### src/rtl/accum_arbiter_if.sv
// Bus between the accumulator arbiter and its environment: session control,
// per-requester sample channels and the accumulator status outputs.
interface accum_arbiter_if #(
  parameter int N_REQ  = 4,
  parameter int DATA_W = 16
);
  logic                      start;
  logic [15:0]               len;
  logic [N_REQ-1:0]          req_valid;
  logic [N_REQ*DATA_W-1:0]   req_data;
  logic [N_REQ-1:0]          req_ready;
  logic signed [31:0]        acc;
  logic [15:0]               sample_count;
  logic [1:0]                last_grant;
  logic                      busy;
  logic                      done;
  logic                      overflow_flag;
  logic                      underflow_flag;

  modport slave (
    input  start, len, req_valid, req_data,
    output req_ready, acc, sample_count, last_grant, busy, done,
           overflow_flag, underflow_flag
  );

  modport master (
    output start, len, req_valid, req_data,
    input  req_ready, acc, sample_count, last_grant, busy, done,
           overflow_flag, underflow_flag
  );
endinterface

### src/rtl/accum_arbiter.sv
// Round-robin arbiter feeding a saturating-check signed accumulator; a session
// sums len samples and halts on 32-bit overflow or underflow.
module accum_arbiter #(
  parameter int N_REQ  = 4,
  parameter int DATA_W = 16
) (
  input logic            clk,
  input logic            reset,
  accum_arbiter_if.slave bus
);

  localparam int PTR_W = (N_REQ > 1) ? $clog2(N_REQ) : 1;

  typedef enum logic [1:0] {S_IDLE, S_RUN, S_HALT, S_DONE} state_t;

  state_t             state_q, state_d;
  logic signed [31:0] acc_q, acc_d;
  logic [15:0]        cnt_q, cnt_d;
  logic [15:0]        len_q, len_d;
  logic [1:0]         last_q, last_d;
  logic [PTR_W-1:0]   ptr_q, ptr_d;
  logic               ovf_q, ovf_d;
  logic               unf_q, unf_d;

  logic                     gnt_found;
  logic [PTR_W-1:0]         gnt_idx;
  logic signed [DATA_W-1:0] sample;
  logic [32:0]              sum;
  logic                     sum_ovf, sum_unf;

  // First valid requester at or after ptr_q, wrapping around.
  always_comb begin
    int unsigned cand;
    gnt_found = 1'b0;
    gnt_idx   = '0;
    for (int unsigned k = 0; k < N_REQ; k++) begin
      cand = (32'(ptr_q) + k) % 32'(N_REQ);
      if (!gnt_found && bus.req_valid[cand]) begin
        gnt_found = 1'b1;
        gnt_idx   = PTR_W'(cand);
      end
    end
  end

  always_comb begin
    sample  = bus.req_data[int'(gnt_idx) * DATA_W +: DATA_W];
    sum     = {acc_q[31], acc_q} + {{(33 - DATA_W){sample[DATA_W-1]}}, sample};
    sum_ovf = ~sum[32] &  sum[31];
    sum_unf =  sum[32] & ~sum[31];
  end

  always_comb begin
    state_d = state_q;
    acc_d   = acc_q;
    cnt_d   = cnt_q;
    len_d   = len_q;
    last_d  = last_q;
    ptr_d   = ptr_q;
    ovf_d   = ovf_q;
    unf_d   = unf_q;

    case (state_q)
      S_RUN: begin
        if (gnt_found) begin
          if (sum_ovf) begin
            ovf_d   = 1'b1;
            state_d = S_HALT;
          end else if (sum_unf) begin
            unf_d   = 1'b1;
            state_d = S_HALT;
          end else begin
            acc_d  = sum[31:0];
            cnt_d  = cnt_q + 16'd1;
            last_d = 2'(gnt_idx);
            ptr_d  = PTR_W'((32'(gnt_idx) + 32'd1) % 32'(N_REQ));
            if (cnt_q + 16'd1 == len_q) state_d = S_DONE;
          end
        end
      end
      default: begin
        // IDLE, HALT and DONE all accept start identically.
        if (bus.start) begin
          acc_d   = '0;
          cnt_d   = '0;
          ovf_d   = 1'b0;
          unf_d   = 1'b0;
          len_d   = bus.len;
          state_d = (bus.len == 16'd0) ? S_DONE : S_RUN;
        end else if (state_q == S_DONE) begin
          state_d = S_IDLE;
        end
      end
    endcase
  end

  always_ff @(posedge clk or posedge reset) begin
    if (reset) begin
      state_q <= S_IDLE;
      acc_q   <= '0;
      cnt_q   <= '0;
      len_q   <= '0;
      last_q  <= '0;
      ptr_q   <= '0;
      ovf_q   <= 1'b0;
      unf_q   <= 1'b0;
    end else begin
      state_q <= state_d;
      acc_q   <= acc_d;
      cnt_q   <= cnt_d;
      len_q   <= len_d;
      last_q  <= last_d;
      ptr_q   <= ptr_d;
      ovf_q   <= ovf_d;
      unf_q   <= unf_d;
    end
  end

  always_comb begin
    bus.req_ready = '0;
    if (state_q == S_RUN && gnt_found) bus.req_ready[gnt_idx] = 1'b1;
  end

  assign bus.acc            = acc_q;
  assign bus.sample_count   = cnt_q;
  assign bus.last_grant     = last_q;
  assign bus.busy           = (state_q == S_RUN);
  assign bus.done           = (state_q == S_DONE);
  assign bus.overflow_flag  = ovf_q;
  assign bus.underflow_flag = unf_q;

endmodule

### src/flat_wrapper.sv
// flat-port wrapper written by rule: the top's interface ports become plain ports
module accum_arbiter_flat 
#(
  parameter int N_REQ  = 4,
  parameter int DATA_W = 16
)
  (clk, reset, bus_start, bus_len, bus_req_valid, bus_req_data, bus_req_ready, bus_acc, bus_sample_count, bus_last_grant, bus_busy, bus_done, bus_overflow_flag, bus_underflow_flag);
  accum_arbiter_if #(.N_REQ(N_REQ), .DATA_W(DATA_W)) bus_i ();
  input logic clk;
  input logic reset;
  input wire logic [$bits(bus_i.start)-1:0] bus_start;
  input wire logic [$bits(bus_i.len)-1:0] bus_len;
  input wire logic [$bits(bus_i.req_valid)-1:0] bus_req_valid;
  input wire logic [$bits(bus_i.req_data)-1:0] bus_req_data;
  output wire logic [$bits(bus_i.req_ready)-1:0] bus_req_ready;
  output wire logic [$bits(bus_i.acc)-1:0] bus_acc;
  output wire logic [$bits(bus_i.sample_count)-1:0] bus_sample_count;
  output wire logic [$bits(bus_i.last_grant)-1:0] bus_last_grant;
  output wire logic [$bits(bus_i.busy)-1:0] bus_busy;
  output wire logic [$bits(bus_i.done)-1:0] bus_done;
  output wire logic [$bits(bus_i.overflow_flag)-1:0] bus_overflow_flag;
  output wire logic [$bits(bus_i.underflow_flag)-1:0] bus_underflow_flag;
  assign bus_i.start = bus_start;
  assign bus_i.len = bus_len;
  assign bus_i.req_valid = bus_req_valid;
  assign bus_i.req_data = bus_req_data;
  assign bus_req_ready = bus_i.req_ready;
  assign bus_acc = bus_i.acc;
  assign bus_sample_count = bus_i.sample_count;
  assign bus_last_grant = bus_i.last_grant;
  assign bus_busy = bus_i.busy;
  assign bus_done = bus_i.done;
  assign bus_overflow_flag = bus_i.overflow_flag;
  assign bus_underflow_flag = bus_i.underflow_flag;
  accum_arbiter #(.N_REQ(N_REQ), .DATA_W(DATA_W)) u_core (.clk(clk), .reset(reset), .bus(bus_i));
endmodule
### config.mk
export PLATFORM = sky130hd
export DESIGN_NAME = accum_arbiter_flat
export DESIGN_NICKNAME = d
export VERILOG_FILES = /design/src/rtl/accum_arbiter_if.sv /design/src/rtl/accum_arbiter.sv /design/src/flat_wrapper.sv
export SDC_FILE = /design/constraint.sdc
export NUM_CORES = 1
export LEC_CHECK = 0
export BUFFER_PORTS_ARGS = -buffer_cell sky130_fd_sc_hd__buf_2
export CORE_MARGIN = 1.5
export CORE_UTILIZATION = 40
export DETAILED_ROUTE_END_ITERATION = 8
export SLEW_MARGIN = 20
export SYNTH_ARGS = -nofsm -noshare
export SYNTH_HDL_FRONTEND = slang
export SYNTH_SLANG_ARGS = --single-unit
### constraint.sdc
create_clock -name clk -period 7.3 [get_ports clk]
set_input_delay 1.46 -clock clk [delete_from_list [all_inputs] [get_ports clk]]
set_output_delay 1.46 -clock clk [all_outputs]
set_load 0.03 [all_outputs]
* Word-level counts from Yosys, hierarchy flattened *
Cells that the tools add are included.

word-level totals
  flip-flop bits (word level) = 72
  input bits = 87

cells by class
  add/sub/neg operators = 6
  $lt $le $gt $ge = 6
  equal/unequal tests = 9
  shift-type cells = 1
  muxes and demuxes = 45
  bitwise operators = 7
  reduce and logical (&&, ||, !) cells = 17

operators by type and width
  operator                                                    count
  2-to-1 mux 32 bit                                           5
  2-to-1 mux 16 bit                                           5
  indexed part select 64 x 7 -> 16 bit                        1
  adder 32 x 16 -> 33 bit                                     1
  2-to-1 mux 2 bit                                            12
  2-to-1 mux 1 bit                                            17
  adder 16 x 1 -> 16 bit, second input constant               1
  equality test 16 bit                                        1
  zero test 16 bit                                            1
  less-than comparator 2 x 3 -> 1 bit, second input constant  5
  AND reduction 4 bit                                         3
  binary-select mux 1 bit (select 2 bit)                      4
  != test 2 x 1 -> 1 bit, second input constant               3
  AND reduction 3 bit                                         2
  logical AND 1 bit                                           5
  inverter 1 bit                                              5
  adder 2 x 1 -> 2 bit, second input constant                 2
  adder 2 bit, second input constant                          2
  2-to-1 mux 4 bit                                            1
  != test 2 bit, second input constant                        2
  != test 4 x 1 -> 1 bit, second input constant               1
  zero test 1 bit                                             3
  nonzero test 3 bit                                          1
  AND 1 bit                                                   2
  other kinds (6)                                             6

* Logic depth before layout (Yosys ltp) *
Gate-level depths: netlist (run 1).

  depth after elaboration = 20
  gate-level depth with buffers = 28

* Least setup slack after synthesis (run 1) *
No wires, ideal clock.

  path kind = input to register
  start point = in bus_req_valid[0]
  end point = reg u_core.acc_q[29] (netlist: u_core.bus.acc[29])
  library setup time = 126 ps
  data arrival time = 6192 ps
  data required time = 7174 ps
  slack = 982 ps
  stages on the path = 25
  path through = a21oi_1 o21ai_0 o2bb2ai_1 inv_1 clkbuf_1 nand2_1 and3_1 a31oi_1 ha_1 a21oi_1 o21ai_0 o41a_1 a21o_1 a41oi_2 o21ai_2 xnor2_2 inv_1 ha_1 or3_1 buf_2 buf_2 nand3_1 o41ai_1 a31oi_1 nand3_1

on the way
  longest elaborated chain between the ends = 18
  elaborated cells on any way between the ends = 36

RTL lines
  what                                                                              line                  text
  from (decl)                                                                       flat_wrapper.sv:13    input wire logic [$bits(bus_i.req_valid)-1:0] bus_req_valid;
  binary-select mux 1 bit (select 2 bit)                                            accum_arbiter.sv:38   if (!gnt_found && bus.req_valid[cand]) begin
  2-to-1 mux 1 bit (implied by the code)                                            accum_arbiter.sv:38
  2-to-1 mux 1 bit                                                                  accum_arbiter.sv:38
  zero test 1 bit                                                                   accum_arbiter.sv:38
  logical AND 1 bit                                                                 accum_arbiter.sv:38
  2-to-1 mux 1 bit                                                                  accum_arbiter.sv:38
  zero test 1 bit                                                                   accum_arbiter.sv:38
  logical AND 1 bit                                                                 accum_arbiter.sv:38
  (+2 left out)                                                                     -
  logical AND 1 bit                                                                 accum_arbiter.sv:38
  2-to-1 mux 2 bit                                                                  accum_arbiter.sv:38
  indexed part select 64 x 7 -> 16 bit                                              accum_arbiter.sv:46   sample = bus.req_data[int'(gnt_idx) * DATA_W +: DATA_W];
  adder 32 x 16 -> 33 bit                                                           accum_arbiter.sv:47   sum = {acc_q[31], acc_q} + {{(33 - DATA_W){sample[DATA_W-1]}}, sample};
  inverter 1 bit, or another cell as far along                                      accum_arbiter.sv:48   sum_ovf = ~sum[32] & sum[31];
  AND 1 bit, or another cell as far along                                           accum_arbiter.sv:48
  != test 2 bit (no source line) / 2-to-1 mux 32 bit (equally long branches)        -
  AND reduction 4 bit (no source line) / 2-to-1 mux 32 bit (equally long branches)  -
  to (signal assigned)                                                              accum_arbiter.sv:99   acc_q <= '0;
  to (signal assigned)                                                              accum_arbiter.sv:108  acc_q <= acc_d;
  to (decl)                                                                         accum_arbiter.sv:17   logic signed [31:0] acc_q, acc_d;

Parallel ways exist; a longest one is shown, timed or not. The select of a mux whose other input is x is not followed.
A chain may end at the register's enable or synchronous reset.

* Worst setup path in the final report (run 1) *
  start point = in bus_req_valid[3]
  end point = reg u_core.acc_q[18] (netlist: u_core.bus.acc[18])

Same word-level chain as after synthesis.

==> results of run 1 <==
synthesized netlist by cell type, drive strengths merged (2+ instances only):
cell type  instances
nand2b             5
and3              24
o311ai             2
clkbuf            16
or3                2
a21o              11
buf               11
o31ai              7
nand3             49
a31oi             24
ha                39
mux2              17
and2              10
a22o               2
nor3b              2
xor2              23
nor2              34
nor2b              6
a41oi              2
nor4               8
o211ai             4
nand2            101
inv               19
a31o               2
mux2i              5
dfrtp             72
a21boi             2
nand4              8
a21oi             36
o21bai             4
xnor2             28
o21ai             70
o41ai              2
o21a               5
nor3              10
registers in the layout, indices dropped and copies added, names as in the netlist:
register and cells:
u_core.bus.last_grant 2, u_core.ptr_q 2, u_core.bus.sample_count 16, u_core.bus.underflow_flag 1, u_core.bus.overflow_flag 1, u_core.len_q 16, u_core.bus.acc 32, u_core.state_q 2
kinds of logic after synthesis:
kind of cell             share of synthesized area, %
XOR/XNOR                                         8.12
AO/OA/AOI/OAI                                    20.3
multiplexers                                     4.32
adder cells (fa/ha/maj)                          9.08
buffers and inverters                            3.26
AND/OR/NAND/NOR                                  22.7
flip-flops                                       32.2
routing by layer:
layer	GRT usage, %	part of all wire, %	vias up
li1	-	-	2728
met1	29.0	44	2617
met2	35.6	49	135
met3	6.16	5.4	16
met4	4.85	1.3	0
met5	0	0	-
worst paths after layout:
check | startpoint | to | slack [ps] | cells after the start
worst min-delay path | u_core.bus.last_grant[0]$_DFFE_PP0P_ | u_core.bus.last_grant[0]$_DFFE_PP0P_ | 480 | 1
worst max-delay path | bus_req_valid[3] | u_core.bus.acc[18]$_DFFE_PP0P_ | 680 | 25
worst max register to register | u_core.ptr_q[1]$_DFFE_PP0P_ | u_core.bus.acc[18]$_DFFE_PP0P_ | 1500 | 24
min in group asynchronous | reset | u_core.len_q[13]$_DFFE_PP0P_ | 1400 | 3
max in group asynchronous | reset | u_core.bus.acc[7]$_DFFE_PP0P_ | 5310 | 3
worst min register to register | u_core.bus.last_grant[0]$_DFFE_PP0P_ | u_core.bus.last_grant[0]$_DFFE_PP0P_ | 480 | 1
metrics by stage:
step / worst slack [ps] / total power, uW
finish: 677 / 3210
floorplan: 982 / 2210
global route: 192 / 3510
detailed placement: 408 / 2700
CTS: 739 / 3230
global placement: 525 / 2660
power groups by stage:
stage | clock [uW] | combinational (uW) | sequential (uW)
CTS | 522 | 2070 | 635
global route | 539 | 2320 | 653
detailed placement | 0 | 2060 | 641
finish | 505 | 2070 | 635
floorplan | 0 | 1470 | 739
global placement | 0 | 2020 | 638
final cells by class:
class	count	area share (%)
timing repair buffer	156	11.8
multi-input combinational	558	52.8
sequential	72	26.2
inverter	19	1.04
tap	180	3.28
clock inverter	5	1.55
clock buffer	10	3.33
==> run_results.csv, run 1 <==
group,metric,value,unit
run_status,outcome,"finished clean",
logic_synthesis,synth_edf_count,0,
power_and_ir_drop,vdd_ir_drop_max,0.244,mV
power_and_ir_drop,p_leak,0.00336,uW
place,place_congestion,0.880,
flow_run,max_cap_violations,0,
setup_path,slowest_stage,"or3_2",
min_path,hold_path.class,"reg -> reg",
cts,clockRootBuffer,"clkbuf_16",
cells_and_area,n_fill_cell,1366,
cells_and_area,regArea,1800,sq um
logic_synthesis,ys_seq_elements,72,
global_routing,grt_pass1_vias,5235,
sta,worst_clock_skew,5.58,ps
power_and_ir_drop,clockPowerShare,15.8,%
sta,rsz0062_at_grt,"no",
cells_and_area,syn_to_final_growth,22.8,%
floorplan,std_cell_rows,43,
cts,clkSinkCount,72,
setup_path,critical_path.top_delay_family,"compound AO/OA/AOI/OAI gates",
cells_and_area,layout_commonest_cell,"buf_2",
setup_path,endpoint_kind,"flop",
cts,cts_hold_buf,0,
cts,cts.clk_slew.worst_paths,60,ps
cells_and_area,post-route-util,49.9,%
sta,slew_headroom,38.5,%
sta,fmax,151,MHz
logic_synthesis,ys_async_sr_fraction,100,%
cells_and_area,multiInputGateArea,3630,sq um
logic_synthesis,ys_seq_area_share,32.2,%
global_routing,antenna_found_initial,0,
logic_synthesis,synth.avg_cell_area,8.28,sq um
cts,htreeDepth,3,
setup_path,slowest_delay,720,ps
power_and_ir_drop,powerDensity,467,nW/um^2
global_routing,grt.total_usage,21.9,%
sta,final.min_clock_period,6620,ps
power_and_ir_drop,combPwrFrac,64.5,%
floorplan,die_w,121,um
cells_and_area,final_cells,1000,
sta,max_slew.worst_pin.slew,923,ps
detailed_routing,drt_iter0_markers,291,
detailed_routing,routed_via_density,5.50,
power_and_ir_drop,swShare,48.3,%
logic_synthesis,synth.distinct_cells,62,
logic_synthesis,yosys.area.top_type_share,32.2,%
power_and_ir_drop,seqPwrFrac,19.8,%
logic_synthesis,synthesis.nets,803,
cts,cts_tree,"built",
sta,hold_ws,481,ps
floorplan,core_area,13800,sq um
cts,cts_max_path_buffers,2,
power_and_ir_drop,power.internal,1660,uW
logic_synthesis,synth_top_cells_by_area,"dfrtp_1 (32%), ha_1 (8.7%), nand2_1 (6.8%), o21ai_0 (5.7%), nand3_1 (4.3%)",
setup_path,critPathLaunchType,"input port",
floorplan,start_util,40.6,%
cts,ctsResizeCount,0,
detailed_routing,ant_nets,0,
setup_path,path_max_fanout,30,
sta,fin_crit_sh,90.7,%
logic_synthesis,syn-cell-area,5600,sq um
cells_and_area,n_antenna_cell,0,
sta,hold_viol_final,0,
sta,finalSetupViolCount,0,
detailed_routing,drc,0,
global_routing,grt_first_pass_wirelength,25.6,mm
cts,post_cts.repair.setup_buffers,0,
place,placed_area,6540,sq um
logic_synthesis,syn_inst,676,
setup_path,crit_type,"in -> reg",
setup_path,worstPathArrival,6910,ps
global_routing,grt-ovfl-total,0,
cells_and_area,mostFrequentLayoutCells,"buf_2 (144), nand2_1 (100), dfrtp_1 (72), o21ai_0 (64), nand3_1 (48)",
cts,cts_buffers,9,
global_routing,grt_max_degree,73,
detailed_routing,first_pass_iters,5,
sta,maxSlewViolCount,0,
cells_and_area,fin_area,6870,sq um
logic_synthesis,ys.flop_type,"dfrtp_1",
place,placed_cells,985,
detailed_routing,drt-total-wl,15.7,mm
floorplan,die_area,14700,sq um
detailed_routing,vias,5496,
place,dp_hpwl,11.8,mm
cells_and_area,nets,943,
setup_path,worstPathRequired,7580,ps
sta,setup_tns,0,ps
cells_and_area,drive_gt1_share,25.4,%
floorplan,die_h,121,um
logic_synthesis,yosysWarnings,0,
power_and_ir_drop,switchingPower,1550,uW
logic_synthesis,yosys.area.top_type,"dfrtp_1",
setup_path,critPathBufInv,5,
place,port_buffers,144,
cts,clk_latency,340,ps
detailed_routing,wl_per_cell,15.7,um
floorplan,ios,145,
Note: power is estimated with default switching activity, not from simulation.
==> inputs of run 2 (changes only) <==
Settings changed: SLEW_MARGIN 20 to default.
Clock period 7.3 ns to 7.1 ns, I/O delays scaled along.
==> run_results.csv, run 2 (synthesis results as in run 1) <==
group,metric,value,unit
run_status,outcome,"finished clean",
cells_and_area,nets,943,
floorplan,ios,145,
place,dp_hpwl,12.1,mm
setup_path,critPathLaunchType,"input port",
cells_and_area,layout_commonest_cell,"buf_2",
detailed_routing,drt_iter0_markers,240,
global_routing,grt_max_degree,73,
flow_run,max_cap_violations,0,
setup_path,path_common_cell,"a31oi_1",
sta,final.min_clock_period,6440,ps
sta,setup_tns,0,ps
sta,maxSlewViolCount,0,
cts,post_cts.repair.setup_buffers,0,
cells_and_area,syn_to_final_growth,22.6,%
sta,finalSetupViolCount,0,
cts,clockRootBuffer,"clkbuf_16",
sta,hold_viol_final,0,
setup_path,critPathBufInv,5,
floorplan,start_util,40.6,%
detailed_routing,vias,5521,
floorplan,core_area,13800,sq um
cells_and_area,drive_gt1_share,25.4,%
min_path,hold_path.class,"reg -> reg",
detailed_routing,routed_via_density,5.52,
cts,cts_buffers,9,
floorplan,die_h,121,um
cells_and_area,n_fill_cell,1352,
setup_path,crit_type,"in -> reg",
global_routing,grt_first_pass_wirelength,25.7,mm
floorplan,die_area,14700,sq um
cells_and_area,mostFrequentLayoutCells,"buf_2 (144), nand2_1 (100), dfrtp_1 (72), o21ai_0 (64), nand3_1 (48)",
setup_path,worstPathArrival,6730,ps
setup_path,slowest_delay,700,ps
detailed_routing,drt-total-wl,15.8,mm
floorplan,std_cell_rows,43,
sta,fin_crit_sh,90.7,%
sta,worst_clock_skew,9.80,ps
setup_path,worstPathRequired,7380,ps
setup_path,slowest_stage,"or3_2",
place,place_congestion,0.909,
place,port_buffers,144,
sta,rsz0062_at_grt,"no",
power_and_ir_drop,p_leak,0.00336,uW
power_and_ir_drop,vdd_ir_drop_max,0.224,mV
setup_path,path_max_fanout,29,
cts,ctsResizeCount,0,
cells_and_area,largest_register_ffs,32,
setup_path,endpoint_kind,"flop",
cells_and_area,n_antenna_cell,0,
cts,clk_latency,350,ps
cells_and_area,post-route-util,49.8,%
cts,cts_hold_buf,0,
cts,cts.clk_slew.worst_paths,60,ps
floorplan,die_w,121,um
cts,cts_tree,"built",
detailed_routing,wl_per_cell,15.8,um
detailed_routing,first_pass_iters,5,
cts,clkSinkCount,72,
sta,fmax,155,MHz
global_routing,grt-ovfl-total,0,
global_routing,antenna_found_initial,0,
cts,htreeDepth,3,
detailed_routing,drc,0,
sta,max_slew.worst_pin.slew,931,ps
global_routing,grt_pass1_vias,5230,
cts,cts_max_path_buffers,2,
power_and_ir_drop,powerDensity,478,nW/um^2
sta,slew_headroom,37.9,%
global_routing,grt.total_usage,22.1,%
setup_path,critical_path.top_delay_family,"compound AO/OA/AOI/OAI gates",
detailed_routing,ant_nets,0,
run 2: changes by cell type in the layout (fill, tap and decap cells not counted), sizes merged:
cell	delta
bufinv	-1
clkinv	+2
clkinvlp	-1
run 2: final timing paths:
path,startpoint,end,slack [ps],cells past startpoint
min in group asynchronous,reset,u_core.len_q[12]$_DFFE_PP0P_,1370,3
hold reg to reg,u_core.bus.last_grant[0]$_DFFE_PP0P_,u_core.bus.last_grant[0]$_DFFE_PP0P_,500,1
hold / removal,u_core.bus.last_grant[0]$_DFFE_PP0P_,u_core.bus.last_grant[0]$_DFFE_PP0P_,500,1
setup / recovery,bus_req_valid[3],u_core.bus.acc[29]$_DFFE_PP0P_,660,26
setup reg to reg,u_core.ptr_q[1]$_DFFE_PP0P_,u_core.bus.acc[29]$_DFFE_PP0P_,1440,25
max in group asynchronous,reset,u_core.bus.acc[18]$_DFFE_PP0P_,5140,3
run 2: layout make-up:
cell class	instances	area, sq um	share of cell area, %
sequential	72	1800	26.3
inverter	19	71.3	1.04
clock inverter	5	82.6	1.20
tap	180	225	3.28
timing repair buffer	156	823	12.0
multi-input combinational	558	3630	52.9
clock buffer	10	229	3.34
run 2: worst reg2reg max path: stages, from the launching register on:
cell	delay (ps)
dfrtp_1	440
inv_1	60
a22oi_1	160
o22ai_1	110
a31oi_1	170
nor2b_1	190
inv_1	230
and3_1	220
a31oi_1	150
ha_1	190
inv_1	60
fa_1	390
nand2b_1	200
a21oi_2	160
o211ai_1	160
nand4_1	170
nand4_1	160
a31oi_1	300
o21ai_0	150
a31o_2	250
ha_1	230
or3_2	700
buf_4	340
o41ai_1	280
a31oi_1	80
nand3_1	90
run 2: metal layers:
layer | up-vias | share of wire (%) | track usage, %
met3 | 32 | 4.8 | 5.36
met4 | 0 | 2.1 | 7.06
met5 | - | 0 | 0
met1 | 2633 | 44 | 28.6
li1 | 2724 | - | -
met2 | 132 | 49 | 36.4
run 2: report_power, final:
part           internal (uW)  switching, uW
Combinational            824           1320
Sequential               545            108
Clock                    306            179
Total                   1680           1600
run 2: through the flow:
stage	hold WS (ps)	power [uW]	cells	setup slack [ps]	instance area [sq um]
after CTS	504	3300	1000	679	6860
after global routing	517	3590	1000	92.3	6860
after global placement	466	2760	985	441	6550
after detailed placement	490	2800	985	337	6550
after floorplan	500	2270	676	822	5600
final	495	3280	1000	657	6860
